==> config.mk <==
export PLATFORM = sky130hd
export DESIGN_NAME = mem_arbiter_flat
export DESIGN_NICKNAME = d
export VERILOG_FILES = /design/src/rtl/mem_arb_pkg.sv /design/src/rtl/mem_arbiter_if.sv /design/src/rtl/arb_pick.sv /design/src/rtl/mem_arbiter.sv /design/src/flat_wrapper.sv
export SDC_FILE = /design/constraint.sdc
export NUM_CORES = 1
export LEC_CHECK = 0
export BUFFER_PORTS_ARGS = -buffer_cell sky130_fd_sc_hd__buf_2
export CAP_MARGIN = 40
export CORE_AREA = 5 5 130 132
export CTS_CLUSTER_SIZE = 12
export DETAILED_ROUTE_END_ITERATION = 16
export DIE_AREA = 0 0 135 137
export PLACE_DENSITY = 0.77
export SKIP_LAST_GASP = 1
export SLEW_MARGIN = 5
export SYNTH_ARGS = -nofsm -noshare
export SYNTH_HDL_FRONTEND = slang
export SYNTH_HIERARCHICAL = 1
export SYNTH_SLANG_ARGS = --single-unit
==> constraint.sdc <==
create_clock -name clk -period 4.52 [get_ports clk]
set_input_delay 0.904 -clock clk [delete_from_list [all_inputs] [get_ports clk]]
set_output_delay 0.904 -clock clk [all_outputs]
set_load 0.02 [all_outputs]
==> src/rtl/mem_arb_pkg.sv <==
`default_nettype none
// ============================================================================
//  Module      : mem_arb_pkg
//  Description : Shared types and constants for the unified-memory arbiter.
//                Holds the arbiter FSM state encoding and the owner codes
//                that appear on the owner output.
//  Revision    : 1.0  initial release
// ============================================================================
package mem_arb_pkg;

    typedef enum logic [1:0] {
        IDLE  = 2'd0,
        ISSUE = 2'd1,
        WAIT  = 2'd2,
        RESP  = 2'd3
    } arb_state_t;

    localparam logic [1:0] OWN_NONE = 2'b00;
    localparam logic [1:0] OWN_CPU  = 2'b01;
    localparam logic [1:0] OWN_DMA  = 2'b10;

endpackage
`default_nettype wire

==> src/rtl/mem_arbiter_if.sv <==
`default_nettype none
// ============================================================================
//  Module      : mem_arbiter_if
//  Description : Bus bundle for the unified-memory arbiter: CPU requester
//                port, DMA requester port, memory-side port and owner status.
//                slave  : arbiter view (requests and mem_rdata in).
//                master : environment view (requesters and memory model).
//  Revision    : 1.0  initial release
// ============================================================================
interface mem_arbiter_if #(
    parameter int ADDR_W = 32,
    parameter int DATA_W = 32
);
    logic              cpu_req;
    logic              cpu_we;
    logic [ADDR_W-1:0] cpu_addr;
    logic [DATA_W-1:0] cpu_wdata;
    logic [DATA_W-1:0] cpu_rdata;
    logic              cpu_ready;

    logic              dma_req;
    logic              dma_we;
    logic [ADDR_W-1:0] dma_addr;
    logic [DATA_W-1:0] dma_wdata;
    logic [DATA_W-1:0] dma_rdata;
    logic              dma_ready;

    logic              mem_en;
    logic              mem_we;
    logic [ADDR_W-1:0] mem_addr;
    logic [DATA_W-1:0] mem_wdata;
    logic [DATA_W-1:0] mem_rdata;

    logic [1:0]        owner;

    modport slave (
        input  cpu_req, cpu_we, cpu_addr, cpu_wdata,
        output cpu_rdata, cpu_ready,
        input  dma_req, dma_we, dma_addr, dma_wdata,
        output dma_rdata, dma_ready,
        output mem_en, mem_we, mem_addr, mem_wdata,
        input  mem_rdata,
        output owner
    );

    modport master (
        output cpu_req, cpu_we, cpu_addr, cpu_wdata,
        input  cpu_rdata, cpu_ready,
        output dma_req, dma_we, dma_addr, dma_wdata,
        input  dma_rdata, dma_ready,
        input  mem_en, mem_we, mem_addr, mem_wdata,
        output mem_rdata,
        input  owner
    );
endinterface
`default_nettype wire

==> src/rtl/arb_pick.sv <==
`default_nettype none
// ============================================================================
//  Module      : arb_pick
//  Description : Grant selection between CPU and DMA with starvation guard.
//                CPU wins ties unless DMA has lost STARVE_LIMIT ties in a
//                row, in which case DMA wins the next tie.
//  Ports       : clk, reset        clock, async active-high reset
//                decide            high while the arbiter is in IDLE
//                cpu_req, dma_req  pending requests
//                grant_cpu/_dma    one-hot grant, valid only while decide=1
//  Revision    : 1.0  initial release
// ============================================================================
module arb_pick #(
    parameter int STARVE_LIMIT = 3
) (
    input  wire logic clk,
    input  wire logic reset,
    input  wire logic decide,
    input  wire logic cpu_req,
    input  wire logic dma_req,
    output logic      grant_cpu,
    output logic      grant_dma
);
    localparam logic [3:0] c_LIMIT = 4'(STARVE_LIMIT);

    logic [3:0] r_starve;
    logic       w_tie;
    logic       w_dma_first;

    always_comb begin
        w_tie       = cpu_req & dma_req;
        w_dma_first = (r_starve == c_LIMIT);
        grant_cpu   = decide & cpu_req & ~(dma_req & w_dma_first);
        grant_dma   = decide & dma_req & ~(cpu_req & ~w_dma_first);
    end

    // Counts consecutive tie losses by DMA; any DMA grant resets it.
    always_ff @(posedge clk or posedge reset) begin
        if (reset) begin
            r_starve <= '0;
        end else if (grant_dma) begin
            r_starve <= '0;
        end else if (decide && w_tie && (r_starve != c_LIMIT)) begin
            r_starve <= r_starve + 4'd1;
        end
    end
endmodule
`default_nettype wire

==> src/rtl/mem_arbiter.sv <==
`default_nettype none
// ============================================================================
//  Module      : mem_arbiter
//  Description : Serialises CPU and DMA accesses onto a single-port memory.
//                IDLE samples requests and captures the winner's attributes,
//                ISSUE strobes the memory for one cycle, WAIT covers the read
//                latency, RESP pulses ready to the owner for one cycle.
//  Ports       : clk, reset  clock, async active-high reset
//                bus         mem_arbiter_if.slave (CPU, DMA, memory, owner)
//  Revision    : 1.0  initial release
// ============================================================================
module mem_arbiter
    import mem_arb_pkg::*;
#(
    parameter int ADDR_W       = 32,
    parameter int DATA_W       = 32,
    parameter int MEM_LAT      = 1,
    parameter int STARVE_LIMIT = 3
) (
    input  wire logic     clk,
    input  wire logic     reset,
    mem_arbiter_if.slave  bus
);
    localparam logic [2:0] c_LAT = 3'(MEM_LAT);

    arb_state_t        r_state;
    logic              r_we;
    logic [2:0]        r_lat;

    logic              w_decide;
    logic              w_grant_cpu;
    logic              w_grant_dma;
    logic              w_sel_we;
    logic [ADDR_W-1:0] w_sel_addr;
    logic [DATA_W-1:0] w_sel_wdata;

    assign w_decide = (r_state == IDLE);

    arb_pick #(
        .STARVE_LIMIT (STARVE_LIMIT)
    ) u_pick (
        .clk       (clk),
        .reset     (reset),
        .decide    (w_decide),
        .cpu_req   (bus.cpu_req),
        .dma_req   (bus.dma_req),
        .grant_cpu (w_grant_cpu),
        .grant_dma (w_grant_dma)
    );

    always_comb begin
        w_sel_we    = w_grant_dma ? bus.dma_we    : bus.cpu_we;
        w_sel_addr  = w_grant_dma ? bus.dma_addr  : bus.cpu_addr;
        w_sel_wdata = w_grant_dma ? bus.dma_wdata : bus.cpu_wdata;
    end

    always_ff @(posedge clk or posedge reset) begin
        if (reset) begin
            r_state       <= IDLE;
            r_we          <= 1'b0;
            r_lat         <= '0;
            bus.owner     <= OWN_NONE;
            bus.mem_en    <= 1'b0;
            bus.mem_we    <= 1'b0;
            bus.mem_addr  <= '0;
            bus.mem_wdata <= '0;
            bus.cpu_ready <= 1'b0;
            bus.dma_ready <= 1'b0;
            bus.cpu_rdata <= '0;
            bus.dma_rdata <= '0;
        end else begin
            // Ready is a single-cycle pulse; only the edge into RESP sets it.
            bus.cpu_ready <= 1'b0;
            bus.dma_ready <= 1'b0;
            unique case (r_state)
                IDLE: begin
                    if (w_grant_cpu || w_grant_dma) begin
                        // Attributes are frozen here; the mem_* registers
                        // double as the capture registers for the access.
                        r_state       <= ISSUE;
                        r_we          <= w_sel_we;
                        bus.owner     <= w_grant_dma ? OWN_DMA : OWN_CPU;
                        bus.mem_en    <= 1'b1;
                        bus.mem_we    <= w_sel_we;
                        bus.mem_addr  <= w_sel_addr;
                        bus.mem_wdata <= w_sel_wdata;
                    end
                end
                ISSUE: begin
                    bus.mem_en    <= 1'b0;
                    bus.mem_we    <= 1'b0;
                    bus.mem_addr  <= '0;
                    bus.mem_wdata <= '0;
                    if (r_we) begin
                        r_state       <= RESP;
                        bus.cpu_ready <= (bus.owner == OWN_CPU);
                        bus.dma_ready <= (bus.owner == OWN_DMA);
                    end else begin
                        r_state <= WAIT;
                        r_lat   <= c_LAT;
                    end
                end
                WAIT: begin
                    r_lat <= r_lat - 3'd1;
                    // Counter reaching 1 marks the cycle mem_rdata is valid.
                    if (r_lat == 3'd1) begin
                        r_state <= RESP;
                        if (bus.owner == OWN_DMA) begin
                            bus.dma_rdata <= bus.mem_rdata;
                            bus.dma_ready <= 1'b1;
                        end else begin
                            bus.cpu_rdata <= bus.mem_rdata;
                            bus.cpu_ready <= 1'b1;
                        end
                    end
                end
                RESP: begin
                    r_state   <= IDLE;
                    bus.owner <= OWN_NONE;
                end
                default: begin
                    r_state <= IDLE;
                end
            endcase
        end
    end
endmodule
`default_nettype wire
==> src/flat_wrapper.sv <==
// flat-port wrapper written by rule: the top's interface ports become plain ports
module mem_arbiter_flat import mem_arb_pkg::*;
#(
    parameter int ADDR_W       = 32,
    parameter int DATA_W       = 32,
    parameter int MEM_LAT      = 1,
    parameter int STARVE_LIMIT = 3
)
  (clk, reset, bus_cpu_req, bus_cpu_we, bus_cpu_addr, bus_cpu_wdata, bus_cpu_rdata, bus_cpu_ready, bus_dma_req, bus_dma_we, bus_dma_addr, bus_dma_wdata, bus_dma_rdata, bus_dma_ready, bus_mem_en, bus_mem_we, bus_mem_addr, bus_mem_wdata, bus_mem_rdata, bus_owner);
  mem_arbiter_if #(.ADDR_W(ADDR_W), .DATA_W(DATA_W)) bus_i ();
  input  wire logic clk;
  input  wire logic reset;
  input wire logic [$bits(bus_i.cpu_req)-1:0] bus_cpu_req;
  input wire logic [$bits(bus_i.cpu_we)-1:0] bus_cpu_we;
  input wire logic [$bits(bus_i.cpu_addr)-1:0] bus_cpu_addr;
  input wire logic [$bits(bus_i.cpu_wdata)-1:0] bus_cpu_wdata;
  output wire logic [$bits(bus_i.cpu_rdata)-1:0] bus_cpu_rdata;
  output wire logic [$bits(bus_i.cpu_ready)-1:0] bus_cpu_ready;
  input wire logic [$bits(bus_i.dma_req)-1:0] bus_dma_req;
  input wire logic [$bits(bus_i.dma_we)-1:0] bus_dma_we;
  input wire logic [$bits(bus_i.dma_addr)-1:0] bus_dma_addr;
  input wire logic [$bits(bus_i.dma_wdata)-1:0] bus_dma_wdata;
  output wire logic [$bits(bus_i.dma_rdata)-1:0] bus_dma_rdata;
  output wire logic [$bits(bus_i.dma_ready)-1:0] bus_dma_ready;
  output wire logic [$bits(bus_i.mem_en)-1:0] bus_mem_en;
  output wire logic [$bits(bus_i.mem_we)-1:0] bus_mem_we;
  output wire logic [$bits(bus_i.mem_addr)-1:0] bus_mem_addr;
  output wire logic [$bits(bus_i.mem_wdata)-1:0] bus_mem_wdata;
  input wire logic [$bits(bus_i.mem_rdata)-1:0] bus_mem_rdata;
  output wire logic [$bits(bus_i.owner)-1:0] bus_owner;
  assign bus_i.cpu_req = bus_cpu_req;
  assign bus_i.cpu_we = bus_cpu_we;
  assign bus_i.cpu_addr = bus_cpu_addr;
  assign bus_i.cpu_wdata = bus_cpu_wdata;
  assign bus_cpu_rdata = bus_i.cpu_rdata;
  assign bus_cpu_ready = bus_i.cpu_ready;
  assign bus_i.dma_req = bus_dma_req;
  assign bus_i.dma_we = bus_dma_we;
  assign bus_i.dma_addr = bus_dma_addr;
  assign bus_i.dma_wdata = bus_dma_wdata;
  assign bus_dma_rdata = bus_i.dma_rdata;
  assign bus_dma_ready = bus_i.dma_ready;
  assign bus_mem_en = bus_i.mem_en;
  assign bus_mem_we = bus_i.mem_we;
  assign bus_mem_addr = bus_i.mem_addr;
  assign bus_mem_wdata = bus_i.mem_wdata;
  assign bus_i.mem_rdata = bus_mem_rdata;
  assign bus_owner = bus_i.owner;
  mem_arbiter #(.ADDR_W(ADDR_W), .DATA_W(DATA_W), .MEM_LAT(MEM_LAT), .STARVE_LIMIT(STARVE_LIMIT)) u_core (.clk(clk), .reset(reset), .bus(bus_i));
endmodule
After elaboration in Yosys (flattened, before gate mapping):

Index checks and enable logic that the tools add are counted.
Widths: inputs -> output; s select.

* add/sub/neg operators: 2
* equal/unequal tests: 11
* multiplexer cells: 30
* bitwise logic cells: 11
* reduce and logical (&&, ||, !) cells: 15

Operator list (count)
* $mux 32: 4
* $pmux 32 s2: 2
* $mux 1: 10
* $reduce_and 2->1: 5
* $mux 2: 4
* $mux 4: 2
* $pmux 1 s2: 4
* $pmux 2 s4: 1
* $reduce_bool 2->1: 4
* $and 1x1->1: 7
* $eq 2x2->1 const B: 3
* $pmux 3 s2: 1
* $reduce_and 3->1: 2
* $add 4x1->4 const B: 1
* $eq 2x1->1 const B: 2
* $eq 4x2->1 const B: 1
* $ne 2x1->1 const B: 2
* $ne 4x2->1 const B: 1
* $not 1->1: 4
* $pmux 2 s2: 1
* $eq 3x1->1 const B: 1
* $mux 3: 1
* $sub 3x1->3 const B: 1
* $logic_and 1x1->1: 2
* other kinds (3): 3

* bits in registers: 144
* output and inout bits: 134
* logic and storage cells: 82

Longest topological paths before layout:

Gate-level depths: netlist of the first run.

* depth after elaboration: 8
* gate-level depth with buffers: 10
* gate-level depth less buffers: 7

Modules after synthesis:

Netlist of the first run, hierarchy kept.

By module, submodules not included
* mem_arbiter: times used 1, cells an instance 421, area an instance 6368.6 sq um
* arb_pick: times used 1, cells an instance 25, area an instance 229.0 sq um

Worst setup path before layout of the first run:

No wires, ideal clock.

* path type: input -> register
* start point: input port bus_cpu_req
* end point: register u_core.bus.mem_addr[0]
* library setup time: 0.075 ns
* data arrival time: 2.101 ns
* data required time: 4.445 ns
* slack: 2.344 ns
* stages on the path: 7
* cells stage by stage: nand2_1 a21oi_1 nor2_1 or3_4 buf_4 buf_6 o2bb2ai_2

* elaborated cells between the ends (all ways): 11

RTL lines
* start: declaration: line flat_wrapper.sv:13 `input wire logic [$bits(bus_i.cpu_req)-1:0] bus_cpu_req;`
* $and 1x1->1 (2 in a row): line arb_pick.sv:33 `grant_cpu = decide & cpu_req & ~(dma_req & w_dma_first);`
* named net u_core.w_grant_cpu: line mem_arbiter.sv:31 `logic w_grant_cpu;`
* $logic_or 1x1->1: line mem_arbiter.sv:77 `if (w_grant_cpu || w_grant_dma) begin`
* $ne 2x1->1 (no line)
* $reduce_and 2->1 (no line)
* end signal: assignment: line mem_arbiter.sv:85 `bus.mem_addr <= w_sel_addr;`
* end: declaration: line mem_arbiter_if.sv:41 `output mem_en, mem_we, mem_addr, mem_wdata,`

The timed path passes the listed nets, and every way through them passes these cells. The select of a mux whose other input is x is not followed.
A chain may end at the register's enable or synchronous reset.

Final worst setup path of the first run:

* start point: register u_core.r_state[0]
* end point: register u_core.bus.mem_wdata[1]

* cells in the longest elaborated chain, start to end: 6
* elaborated cells between the ends (all ways): 13

Ends and longest elaborated chain
* start: declaration: line mem_arbiter.sv:26 `arb_state_t r_state;`
* start signal: assignment: line mem_arbiter.sv:59 `r_state <= IDLE;`
* start signal: assignment: line mem_arbiter.sv:80 `r_state <= ISSUE;`
* start signal: assignment: line mem_arbiter.sv:95 `r_state <= RESP;`
* $logic_not 2->1 *: line mem_arbiter.sv:37 `assign w_decide = (r_state == IDLE);`
* named net u_core.w_decide: line mem_arbiter.sv:30 `logic w_decide;`
* $and 1x1->1 * (2 in a row): line arb_pick.sv:34 `grant_dma = decide & dma_req & ~(cpu_req & ~w_dma_first);`
* named net u_core.w_grant_dma: line mem_arbiter.sv:32 `logic w_grant_dma;`
* $mux 32 or $logic_or 1x1->1 (tied branches): line mem_arbiter.sv:54, mem_arbiter.sv:77
* $mux 32 or $ne 2x1->1 (tied branches)
* $pmux 32 s2 or $reduce_and 2->1 (tied branches)
* end signal: assignment: line mem_arbiter.sv:86 `bus.mem_wdata <= w_sel_wdata;`
* end: declaration: line mem_arbiter_if.sv:41

The timed path passes the listed nets; every way through them passes the cells marked *. The select of a mux whose other input is x is not followed.

==> flow_summary.toml, run 1 <==
[grt]
grt_pass1_vias = 4989
grtUsageMet1 = 0.1980
grt_max_degree = 57
gr-total-overflow = 0
antenna_found_initial = 0
grt.met3_usage = 0.04338
grt_use_total = 0.1697
use_met2 = 0.2977
grt_pass1_wl_um = 24830
top_usage_layer = "met2"

[timing]
timing.setup.tns_ps = 0
tightest_slew_ps = 863.2
drv_slew = 0
slew_headroom = 0.4246
clock_skew_ps = 10.31
setup_viol = 0
finalWorstSetupSlack_ps = 1404
period_share = 0.6895
finalHoldViolations = 0
rsz0062_at_grt = "no"
max_freq_mhz = 320.9
fin_crit_ps = 3116

[worst_setup_path]
path_cells = "inv_1, ha_1, nand2_1, nor2_4, buf_4, mux2i_1, o2bb2ai_2"
start_kind = "flip-flop"
end_kind = "flip-flop"
rr_worst_depth = 7
cp_num_cells = 7
max_stage_delay_ps = 780
slowest_stage = "buf_4"
cp_data_required_time_ps = 4810
crit_family = "buffers and inverters"
crit_fanout = 54
crit_buf_inv = 2
path_class = "flip-flop to flip-flop"
cp.arrival_ps = 3410

[clocking]
clk_latency_ps = 410
postCtsSetupRepairBufs = 0
cts.sinks = 144
cts_tree = "yes"
cts_resized = 0
ctsHoldBuffers = 0
numCtsBuffers = 17
h-tree-depth = 4
cts-root-buf = "clkbuf_16"
clockBufferDepth = 2
path_clk_slew_ps = 60

[yosys]
ys.flop_type = "dfrtp_1"
synth_edf_count = 0
avgSynthCellArea_sq_um = 14.79
ys_ff_latch = 144
syn_nets = 620
netlist-cell-type-count = 38
netlist_area_sq_mm = 0.006598
synth.most_common_cell = "dfrtp_1"
ys_top_cells_by_count = "dfrtp_1, mux2i_1, mux2_2"
yosysSeqAreaShare = 0.5462
netlist_instances = 446
async_reset_ff_frac = 1.000
yosys_warnings = 6
synthTopCellsByArea = "dfrtp_1, mux2i_1, o2bb2ai_2, mux2_2, o2bb2ai_1"
synth_top_area_share = 0.5462
synth_top_area_cell = "dfrtp_1"

[die]
ios = 300
start_util = 0.4230
fp-row-count = 46
die-area_sq_mm = 0.01850
core_area_sq_mm = 0.01560
fp.dieW_um = 135
fp.dieH_um = 137

[detailed_routing]
via_count = 4771
wl_um = 16050
ant_nets = 0
vias_per_cell = 4.908
initialDrtViolationCount = 131
drcViolationCount = 0
firstDrtPassIters = 4
wl_per_cell_um = 16.51

[outcome]
status = "complete, no violations"

[finish]
stdcell_area_sq_mm = 0.008831
nets = 918
area_growth_pct = 33.85
drive_gt1_frac = 0.5794
n_antenna_cell = 0

[place]
place_ws_ps = 1390
place.port_buffers = 299
place.gp.congestion = 0.7820
dp.final_hpwl_um = 12170
placed_cell_area_sq_mm = 0.008282

[power_and_ir_drop]
powerDensity_mw_per_mm2 = 659.3
leakage_nw = 4.452
ir_drop_mv = 0.3131

[run]
cap_violations = 0

[worst_hold_path]
worstHoldPathType = "input pin to async pin"
==> worst register-to-register path, delay by kind of cell (launching register included) <==
family,cells,cell delay [ps]
buffers and inverters,2,910
and+or+nand+nor,2,790
adders and majority gates,1,420
DFF,1,410
muxes,1,400
AOI/OAI and AO/OA,1,70
==> registers in the layout, summed over array words and instances, names as in the netlist <==
signal / count
u_core/bus.cpu_rdata: 32
u_core/bus.mem_en: 1
u_core/bus.owner: 2
u_core/bus.cpu_ready: 1
u_core/r_lat: 3
u_core/r_state: 2
u_core/u_pick/r_starve: 4
u_core/bus.mem_we: 1
u_core/bus.mem_wdata: 32
u_core/bus.dma_rdata: 32
u_core/bus.mem_addr: 32
u_core/bus.dma_ready: 1
u_core/r_we: 1
==> per-stage QoR <==
| step | hold WS [ps] | utilization | total power, W | cells |
|---|---|---|---|---|
| global placement | 462.1 | 0.5249 | 0.004453 | 937 |
| floorplan | 484.1 | - | 0.003837 | 446 |
| finish | 398.1 | 0.5662 | 0.005822 | 972 |
| detailed placement | 469.2 | 0.5310 | 0.004568 | 941 |
| global route | 389.6 | 0.5662 | 0.006143 | 972 |
| CTS | 378.4 | 0.5662 | 0.005892 | 972 |
==> layout make-up <==
type / count / area [sq um]
inverters: 9 / 37.54
fillers: 1292 / 6766
well taps: 216 / 270.3
repair buffers: 308 / 1629
clock inverters: 10 / 88.84
clock buffers: 21 / 460.4
flip-flops and latches: 144 / 3603
multi-input cells: 264 / 2741
==> path summary, 6_finish.rpt <==
kind / endpoint / start / slack [ps]
max in group asynchronous: u_core/bus.mem_wdata[25] / reset / 3250
max reg2reg: u_core/bus.mem_wdata[1] / u_core/r_state[0] / 1400
min in group clk: u_core/bus.dma_rdata[19] / u_core/bus.dma_rdata[19] / 480
max: u_core/bus.mem_wdata[1] / u_core/r_state[0] / 1400
min: u_core/u_pick/r_starve[3] / reset / 400
min reg2reg: u_core/bus.dma_rdata[19] / u_core/bus.dma_rdata[19] / 480
==> cell usage in the layout, fill, tap and decap left out, types with 7 or more instances in the layout <==
cell	n
buf_2	299
clkbuf_16	17
dfrtp_1	144
mux2_2	50
o21ai_0	8
inv_1	7
o2bb2ai_1	25
mux2i_1	67
ha_1	8
nand2_1	8
mux2_1	16
o2bb2ai_2	40
==> cells by family after synthesis <==
group | share of synthesized area
AND/OR/NAND/NOR | 0.03319
flip-flops | 0.5462
AO/OA/AOI/OAI | 0.1493
adder cells (fa/ha/maj) | 0.01517
multiplexers | 0.2143
buffers and inverters | 0.04191
==> routing by layer <==
metal / vias up / part of all wire
met5: - / 0
met4: 0 / 0.025
met3: 29 / 0.061
met2: 158 / 0.52
met1: 2314 / 0.39
li1: 2270 / -
==> power by group <==
| group | internal [W] | total, W | switching (W) |
|---|---|---|---|
| Combinational | 0.00102 | 0.00248 | 0.00146 |
| Sequential | 0.00177 | 0.00204 | 0.000269 |
| Clock | 0.000779 | 0.00131 | 0.000528 |
Note: power is estimated with default switching activity, not from simulation.
==> inputs of run 2 (changes only) <==
==> constraint.sdc (replaced) <==
create_clock -name clk -period 2.55 [get_ports clk]
set_input_delay 0.51 -clock clk [delete_from_list [all_inputs] [get_ports clk]]
set_output_delay 0.51 -clock clk [all_outputs]
set_load 0.02 [all_outputs]
==> flow_summary.toml, run 2 (same netlist as run 1, synthesis figures left out) <==
[outcome]
status = "complete, no violations"

[place]
place.gp.congestion = 0.7972
place.port_buffers = 299
dpl.cell_count = 945
dp.final_hpwl_um = 12410

[worst_setup_path]
cp_data_required_time_ps = 2850
end_kind = "flip-flop"
crit_fanout = 24
path_class = "flip-flop to flip-flop"
reg2reg_slack_ps = 310
start_kind = "flip-flop"
rr_worst_depth = 7
cp.arrival_ps = 2540

[power_and_ir_drop]
net-switching-power_w = 0.004076
pwr-share-comb = 0.412
p_total_w = 0.01084
ir_drop_mv = 0.6481
p_int_w = 0.006760
p_clk_frac = 0.254
leakage_nw = 4.534
seqPwrFrac = 0.334
powerDensity_mw_per_mm2 = 1206
p_sw_frac = 0.3762

[die]
fp-row-count = 46
fp.dieW_um = 135
die-area_sq_mm = 0.01850
start_util = 0.4230
ios = 300
core_area_sq_mm = 0.01560
fp.dieH_um = 137

[detailed_routing]
wl_per_cell_um = 16.91
ant_nets = 0
wl_um = 16540
drcViolationCount = 0
initialDrtViolationCount = 188
vias_per_cell = 4.928
via_count = 4820
firstDrtPassIters = 4

[clocking]
h-tree-depth = 4
postCtsSetupRepairBufs = 0
clk_latency_ps = 410
cts-root-buf = "clkbuf_16"
clockBufferDepth = 2
numCtsBuffers = 17
cts.sinks = 144
path_clk_slew_ps = 60
cts_tree = "yes"

[finish]
fin_cells = 978
drive_gt1_frac = 0.5840
fillers = 1316
final_common_cell = "buf_2"
most-common-layout-cells = "buf_2, dfrtp_1, mux2i_1"
area_growth_pct = 36.15
n_antenna_cell = 0
nets = 923

[grt]
grt_pass1_vias = 5188
grt_use_total = 0.1800
antenna_found_initial = 0
grt_max_degree = 75
grt_pass1_wl_um = 26310
gr-total-overflow = 0

[timing]
drv_slew = 0
fin_crit_ps = 2236
slew_headroom = 0.4574
setup_viol = 0
finalHoldViolations = 0
holdWs_ps = 324.0
rsz0062_at_grt = "no"
max_freq_mhz = 447.3
clock_skew_ps = 8.056
tightest_slew_ps = 813.9
timing.setup.tns_ps = 0
period_share = 0.8768

[worst_hold_path]
holdPathStages = 2
worstHoldPathType = "input pin to flip-flop"

[run]
cap_violations = 0
==> run 2: final timing paths <==
kind                                                   to                 startpoint
worst max-delay path                    u_core/bus.mem_en  u_core/u_pick/r_starve[0]
worst min-delay path              u_core/bus.dma_rdata[2]           bus_mem_rdata[2]
worst min register to register    u_core/bus.dma_rdata[2]    u_core/bus.dma_rdata[2]
max in group asynchronous         u_core/bus.mem_addr[20]                      reset
worst max register to register          u_core/bus.mem_en  u_core/u_pick/r_starve[0]
min in group asynchronous       u_core/u_pick/r_starve[3]                      reset
==> run 2: per-layer routing <==
metal,track usage,vias to the layer above,part of all wire
met5,0,-,0
met4,0.08511,0,0.028
met3,0.04338,34,0.056
met2,0.3168,164,0.53
met1,0.2070,2336,0.39
li1,-,2286,-
==> run 2: area by class of cell <==
| cell class | instances | area (sq um) | area share |
|---|---|---|---|
| tap | 216 | 270.3 | 0.03009 |
| clock inverter | 13 | 210.2 | 0.02340 |
| multi-input combinational | 264 | 2741 | 0.3052 |
| inverter | 9 | 37.54 | 0.004179 |
| sequential | 144 | 3603 | 0.4012 |
| clock buffer | 19 | 452.9 | 0.05042 |
| timing repair buffer | 313 | 1667 | 0.1855 |
==> run 2: worst max-delay path, stage by stage, from the launching register on <==
cell	delay, ps
dfrtp_1	410
ha_1	240
nor3b_2	180
a21oi_1	400
nor3b_2	100
o21bai_4	310
buf_12	250
a21bo_2	230
==> run 2: power by group through the flow <==
stage               clock network, W  logic, W  registers (W)
finish                       0.00275   0.00447        0.00362
global route                 0.00292   0.00479        0.00374
CTS                          0.00282   0.00454        0.00363
detailed placement                 0   0.00454        0.00364
global placement                   0   0.00443        0.00361
floorplan                          0   0.00220        0.00460
==> run 2: metrics by stage <==
step	util	setup WS, ps	cell area, sq um
global route	0.5759	146.3	8982
global placement	0.5327	399.4	8309
CTS	0.5759	304.1	8982
floorplan	-	290.9	6601
finish	0.5759	314.2	8982
detailed placement	0.5327	338.1	8309
==> run 2: timing repair <==
action / 4_1_cts / 5_1_grt
hold buffers: 1 / 0
endpoints found under the hold margin: 4 / 0
resized for setup: 0 / 0
